==> src/rtl/pc_unit.sv <==
// pc_unit: program-counter stage of the multi-cycle MIPS datapath.
// Holds PC and ALUOut, selects the next-PC target, traps misaligned
// targets with a sticky fault that freezes fetch, and optionally counts
// fetched instructions.
// Optional feature macro: PC_INSTR_COUNT_EN (instruction counter).
// With the macro undefined, instrCount is tied to zero.
module pc_unit #(
    parameter logic [31:0] RESET_PC = 32'h0000_0000
) (
    input  logic        clk,
    input  logic        rst,
    input  logic        PCen,
    input  logic [1:0]  PCSrc,
    input  logic        IRWrite,
    input  logic [31:0] ALUResult,
    input  logic [25:0] instrIndex,
    input  logic [31:0] regA,
    output logic [31:0] PC,
    output logic [31:0] ALUOut,
    output logic        pcFault,
    output logic [31:0] faultAddr,
    output logic [31:0] instrCount
);

    localparam int unsigned XLEN     = 32;
    localparam int unsigned IDX_W    = 26;
    localparam int unsigned REGION_W = XLEN - IDX_W - 2;

    localparam logic [1:0] SRC_ALU_RESULT = 2'b00;
    localparam logic [1:0] SRC_ALU_OUT    = 2'b01;
    localparam logic [1:0] SRC_JUMP       = 2'b10;
    localparam logic [1:0] SRC_REG_A      = 2'b11;

    logic [XLEN-1:0]     target;
    logic [XLEN-1:0]     jump_target;
    logic [REGION_W-1:0] pc_region;
    logic                misaligned;
    logic                pc_write;

    // Jump target keeps the 256 MB region of the already-incremented PC
    always_comb begin
        pc_region   = PC[XLEN-1:XLEN-REGION_W];
        jump_target = {pc_region, instrIndex, 2'b00};
    end

    // Next-PC candidate selection
    always_comb begin
        target = ALUResult;
        unique case (PCSrc)
            SRC_ALU_RESULT: target = ALUResult;
            SRC_ALU_OUT:    target = ALUOut;
            SRC_JUMP:       target = jump_target;
            SRC_REG_A:      target = regA;
            default:        target = ALUResult;
        endcase
    end

    // Alignment check and qualified PC write; a pending fault blocks all writes
    always_comb begin
        misaligned = (target[1:0] != 2'b00);
        pc_write   = PCen && !pcFault;
    end

    // PC, ALUOut and sticky fault state
    always_ff @(posedge clk) begin
        if (rst) begin
            PC        <= RESET_PC;
            ALUOut    <= '0;
            pcFault   <= 1'b0;
            faultAddr <= '0;
        end else begin
            ALUOut <= ALUResult;
            if (pc_write) begin
                if (misaligned) begin
                    pcFault   <= 1'b1;
                    faultAddr <= target;
                end else begin
                    PC <= target;
                end
            end
        end
    end

`ifdef PC_INSTR_COUNT_EN
    // Fetched-instruction counter; stops while faulted, wraps naturally
    always_ff @(posedge clk) begin
        if (rst) begin
            instrCount <= '0;
        end else if (IRWrite && !pcFault) begin
            instrCount <= instrCount + XLEN'(1);
        end
    end
`else
    // Counter not built; IRWrite only matters to the counter
    logic unused_irwrite;
    assign unused_irwrite = IRWrite;
    assign instrCount     = '0;
`endif

endmodule

==> config.mk <==
export PLATFORM = sky130hd
export DESIGN_NAME = pc_unit
export DESIGN_NICKNAME = d
export VERILOG_FILES = /design/src/rtl/pc_unit.sv
export SDC_FILE = /design/constraint.sdc
export NUM_CORES = 1
export LEC_CHECK = 0
export CAP_MARGIN = 30
export CORE_UTILIZATION = 37
export CTS_CLUSTER_SIZE = 8
export DETAILED_ROUTE_END_ITERATION = 7
export PLACE_DENSITY = 0.77
export SYNTH_ARGS = -nofsm -noshare
export SYNTH_HDL_FRONTEND = slang
export SYNTH_SLANG_ARGS = --single-unit
==> constraint.sdc <==
create_clock -name clk -period 1.53 [get_ports clk]
set_input_delay 0.306 -clock clk [delete_from_list [all_inputs] [get_ports clk]]
set_output_delay 0.306 -clock clk [all_outputs]
set_load 0.005 [all_outputs]
# ---- Yosys cells after proc, flatten, opt, wreduce, memory -nomap -nowiden
# Cells that the tools add are included.
dict set report totals {
  word_cells 15
  output_inout_bits 129
  register_bits 97
  inputBits 96
}
dict set report op_classes {
  n_mux 1
  n_bitwise 1
  eq_ne 3
  n_reduce_logical 6
}
# op count
set op_table {}
lappend op_table {{case mux 32 bit (4 select lines)} 1}
lappend op_table {{== test 2 bit, second input constant} 2}
lappend op_table {{AND reduction 2 bit} 2}
lappend op_table {{== test 2 x 1 -> 1 bit, second input constant} 1}
lappend op_table {{logical NOT 2 bit} 1}
lappend op_table {{nonzero test 2 bit} 1}
lappend op_table {{logical AND 1 bit} 1}
lappend op_table {{logical NOT 1 bit} 1}
lappend op_table {{NOT 1 bit} 1}

# ---- Longest topological paths before layout
# Gate-level depths: netlist of the first run.
dict set report depth {
  depth_word 5
  depth_mapped 6
  mapped_depth_nobuf 4
}

# ---- Worst setup path before layout of the first run
# OpenSTA, ideal clock, no wires.
dict set report synth_path {
  path_type {in2reg}
  from {input port PCSrc[1]}
  to {register faultAddr[10]}
  t_required_ns 1.458
  n_path_buf 2
  slack_ns -0.097
  cell_stages 6
  arrival_ns 1.555
  setup_time_ns 0.072
  cell_sequence {buf_6 mux2_4 a22o_4 o21ai_4 buf_12 mux2i_1}
}
dict set report synth_via {
  elab_chain_cells 4
  elab_cells_between_ends 7
  cone_classes {eq/ne (3); mux (1); reduce/logical (3)}
}
# element line_no
set synth_rtl {}
lappend synth_rtl {{from (decl)} 13} ;# input logic [1:0] PCSrc,
lappend synth_rtl {{== test 2 bit, or another cell as far along} 49} ;# unique case (PCSrc)
lappend synth_rtl {{case mux 32 bit (4 select lines) *} 49}
lappend synth_rtl {{nonzero test 2 bit} 60} ;# misaligned = (target[1:0] != 2'b00);
lappend synth_rtl {{AND reduction 2 bit (no line)} n/a}
lappend synth_rtl {{to (signal assigned)} 76} ;# faultAddr <= target;
lappend synth_rtl {{to (decl)} 21} ;# output logic [31:0] faultAddr,
# Mark *: on every way between the ends. The rest lies on a longest branch, timed or not.
# A chain may end at the register's enable or synchronous reset.

# ---- Final worst setup path of the first run
dict set report layout_path {
  from {register ALUOut[1]}
  to {register faultAddr[8]}
}
dict set report layout_via {
  elab_chain_cells 3
}
# element line_no
set layout_rtl {}
lappend layout_rtl {{from (decl)} 19} ;# output logic [31:0] ALUOut,
lappend layout_rtl {{from (signal assigned)} 72} ;# ALUOut <= ALUResult;
lappend layout_rtl {{case mux 32 bit (4 select lines)} 49}
lappend layout_rtl {{nonzero test 2 bit} 60}
lappend layout_rtl {{AND reduction 2 bit (no line)} n/a}
# No other way between the ends.

==> flow_metrics.tcl, run 1 <==
set metrics [dict create \
    outcome "finished, violations left" \
    violations "setup timing" \
    routed_wl_um 12200 \
    clockBufferDepth 2 \
    fmax_ghz 0.633 \
    netlist_top_cells_area "dfxtp_1, mux4_2, mux2i_1" \
    holdBufCountCts 0 \
    synth_area_um2 4580 \
    multi_input_area_um2 2340 \
    placed_cells 742 \
    cp.arrival_ps 1840 \
    overflow 0 \
    final_common_cell "clkdlybuf4s50_1" \
    antenna_found_initial 0 \
    dieArea_um2 12800 \
    final_cell_mix "clkdlybuf4s50_1, nand2b_1, dfxtp_1" \
    start_util_pct 38.0 \
    drc 0 \
    drtIter0Drc 124 \
    hold_violations 0 \
    dieHeight_um 113 \
    synth_top_family_by_area "multiplexers" \
    drive_gt1_share_pct 16.0 \
    grt_pass1_vias 3854 \
    dp_slack_ps -437 \
    nNetsFinal 683 \
    synth_seq_area_share_pct 42.4 \
    start_kind "flop" \
    hpwl_um 9010 \
    critPathMaxFanout 15 \
    slew_viol_final 0 \
    gp_congestion 0.743 \
    synthAdderAreaFrac_pct 0 \
    hp-class "in -> reg" \
    yosys.area_share.simple_pct 17.7 \
    cp.required_ps 1790 \
    cts-root-buf "clkbuf_16" \
    wire_per_inst_um 16.1 \
    fillCellCount 1023 \
    setup_viol 27 \
    clk_pin_slew_ps 60 \
    clkPwrFrac_pct 34.2 \
    via_per_inst 4.68 \
    grt_pass1_wl_um 19300 \
    leakage_nw 3.48 \
    ir_drop_mv 0.427 \
    async_reset_ff_share_pct 0 \
    ant_nets 0 \
    synthMuxAreaShare_pct 28.4 \
    synth_top_flop_cell "dfxtp_1" \
    p_per_area_nw_per_um2 876 \
    setup.worst_path.class "reg -> reg" \
    portBuffers 191 \
    cts_max_level 3 \
    cts_inserted_buffers 9 \
    seq_area_um2 1960 \
    fin_cells 760 \
    vias 3554 \
    fin_crit_ps 1580 \
    rsz0062_at_grt "true" \
    finClkSkew_ps 7.17 \
    cp-end-kind "flop" \
    switching_share_pct 24.5 \
    antenna_cells 0 \
    drv_cap 0 \
    utilization_pct 58.1 \
    fin_crit_sh_pct 103 \
    synth_seq_cells 97 \
    synth_top_area_share_pct 42.4 \
    cts_sinks 97 \
    postSynthAreaPerCell_um2 11.7 \
    grt_util_all_layers_pct 19.4 \
    power_switching_mw 1.50 \
    power_frac_seq_pct 45.1 \
    yosysWarningCount 0 \
    grt_start_max_net_pins 77 \
    syn_inst 392 \
    die_x_um 113 \
    io_pins 225 \
    insertion_delay_ps 340 \
    cts_tree "done" \
    pwr-share-comb_pct 20.6 \
    rows 40 \
    drt_pre_antenna_iters 4 \
    fin_ws_ps -49.1 \
    synth_top_area_cell "dfxtp_1" \
    hold_ws_ps 425 \
    ys_types 24 \
    synth_edf_count 0 \
    core_um2 12100 \
    p_int_mw 4.63 \
    synth_compound_area_share_pct 1.91 \
    synthXorXnorAreaFrac_pct 0 \
    area_growth_pct 52.9 \
]
-- layer usage --
layer,GRT usage (%),up-vias,share of wire [%]
li1,-,1660,-
met5,0,-,0
met4,10.4,0,3.3
met1,21.4,1712,39
met3,4.66,31,6.2
met2,34.6,151,52
-- power by group through the flow --
stage / logic (mW) / clock network [mW] / registers, mW
4_1_cts: 1.31 / 2.17 / 2.77
2_1_floorplan: 0.645 / 0 / 2.82
3_3_place_gp: 1.26 / 0 / 2.82
6_report: 1.27 / 2.10 / 2.77
5_1_grt: 1.36 / 2.27 / 2.79
3_5_place_dp: 1.29 / 0 / 2.82
-- state kept, by name, indices dropped and copies added, names as in the netlist --
name / flops
ALUOut: 32
faultAddr: 32
PC: 32
pcFault: 1
-- cell type report --
class / count / area share, %
clock buffers: 11 / 3.47
flip-flops and latches: 97 / 28.0
repair buffers: 213 / 31.6
clock inverters: 5 / 0.447
inverters: 1 / 0.0536
multi-input cells: 265 / 33.4
well taps: 168 / 3.00
-- worst paths after layout --
kind / startpoint / to / slack (ps) / cells past startpoint
max: ALUOut[1] / faultAddr[8] / -50 / 5
min reg2reg: PC[27] / PC[27] / 470 / 2
max reg2reg: ALUOut[1] / faultAddr[8] / -50 / 5
min: rst / ALUOut[5] / 430 / 3
-- synthesized netlist by cell type, drive strengths merged (2+ instances only) --
cell type	number
o21ai	4
nand2b	90
a22oi	2
mux2i	60
buf	43
mux2	2
clkbuf	17
a21oi	3
nand2	3
a22o	2
dfxtp	97
nor2b	33
mux4	30
and3b	2
-- metrics by stage --
stage / power [mW] / instance area, µm² / TNS (ps)
floorplan: 3.47 / 4700 / -3140
global placement: 4.08 / 6620 / -23440
detailed placement: 4.11 / 6620 / -25210
CTS: 6.25 / 6940 / -620
global route: 6.42 / 7000 / -3460
finish: 6.14 / 7000 / -694
-- kinds of logic after synthesis --
family | count (synthesis)
other cells | 1
simple gates | 130
compound gates | 11
buf+inv | 61
flops | 97
mux | 92
-- repair_timing --
action,4_1_cts,5_1_grt
pin swaps,0,1
gates cloned,1,0
endpoints found under the hold margin,0,0
gates resized for setup,21,49
buffers inserted,3,0
setup endpoints to repair,75,103
-- critical path, cell delays in order, from the launching register on --
cell	delay, ps
dfxtp_1	310
mux2_4	290
a22o_4	260
o21ai_4	220
buf_12	200
mux2i_1	210
Power figures use the tool's default switching activity.
==> inputs of run 2 (changes only) <==
--- a/config.mk
+++ b/config.mk
@@ -9,6 +9,7 @@
 export CORE_UTILIZATION = 37
 export CTS_CLUSTER_SIZE = 8
 export DETAILED_ROUTE_END_ITERATION = 7
+export HOLD_SLACK_MARGIN = 0.12
 export PLACE_DENSITY = 0.77
 export SYNTH_ARGS = -nofsm -noshare
 export SYNTH_HDL_FRONTEND = slang
==> results of run 2 <==
The final DEF is identical to that of run 1; final timing and power are the same.
==> inputs of run 3 (changes only) <==
--- a/config.mk
+++ b/config.mk
@@ -5,7 +5,7 @@
 export SDC_FILE = /design/constraint.sdc
 export NUM_CORES = 1
 export LEC_CHECK = 0
-export CAP_MARGIN = 30
+export CAP_MARGIN = 20
 export CORE_UTILIZATION = 37
 export CTS_CLUSTER_SIZE = 8
 export DETAILED_ROUTE_END_ITERATION = 7
==> results of run 3 <==
The final DEF is identical to that of run 1; final timing and power are the same.
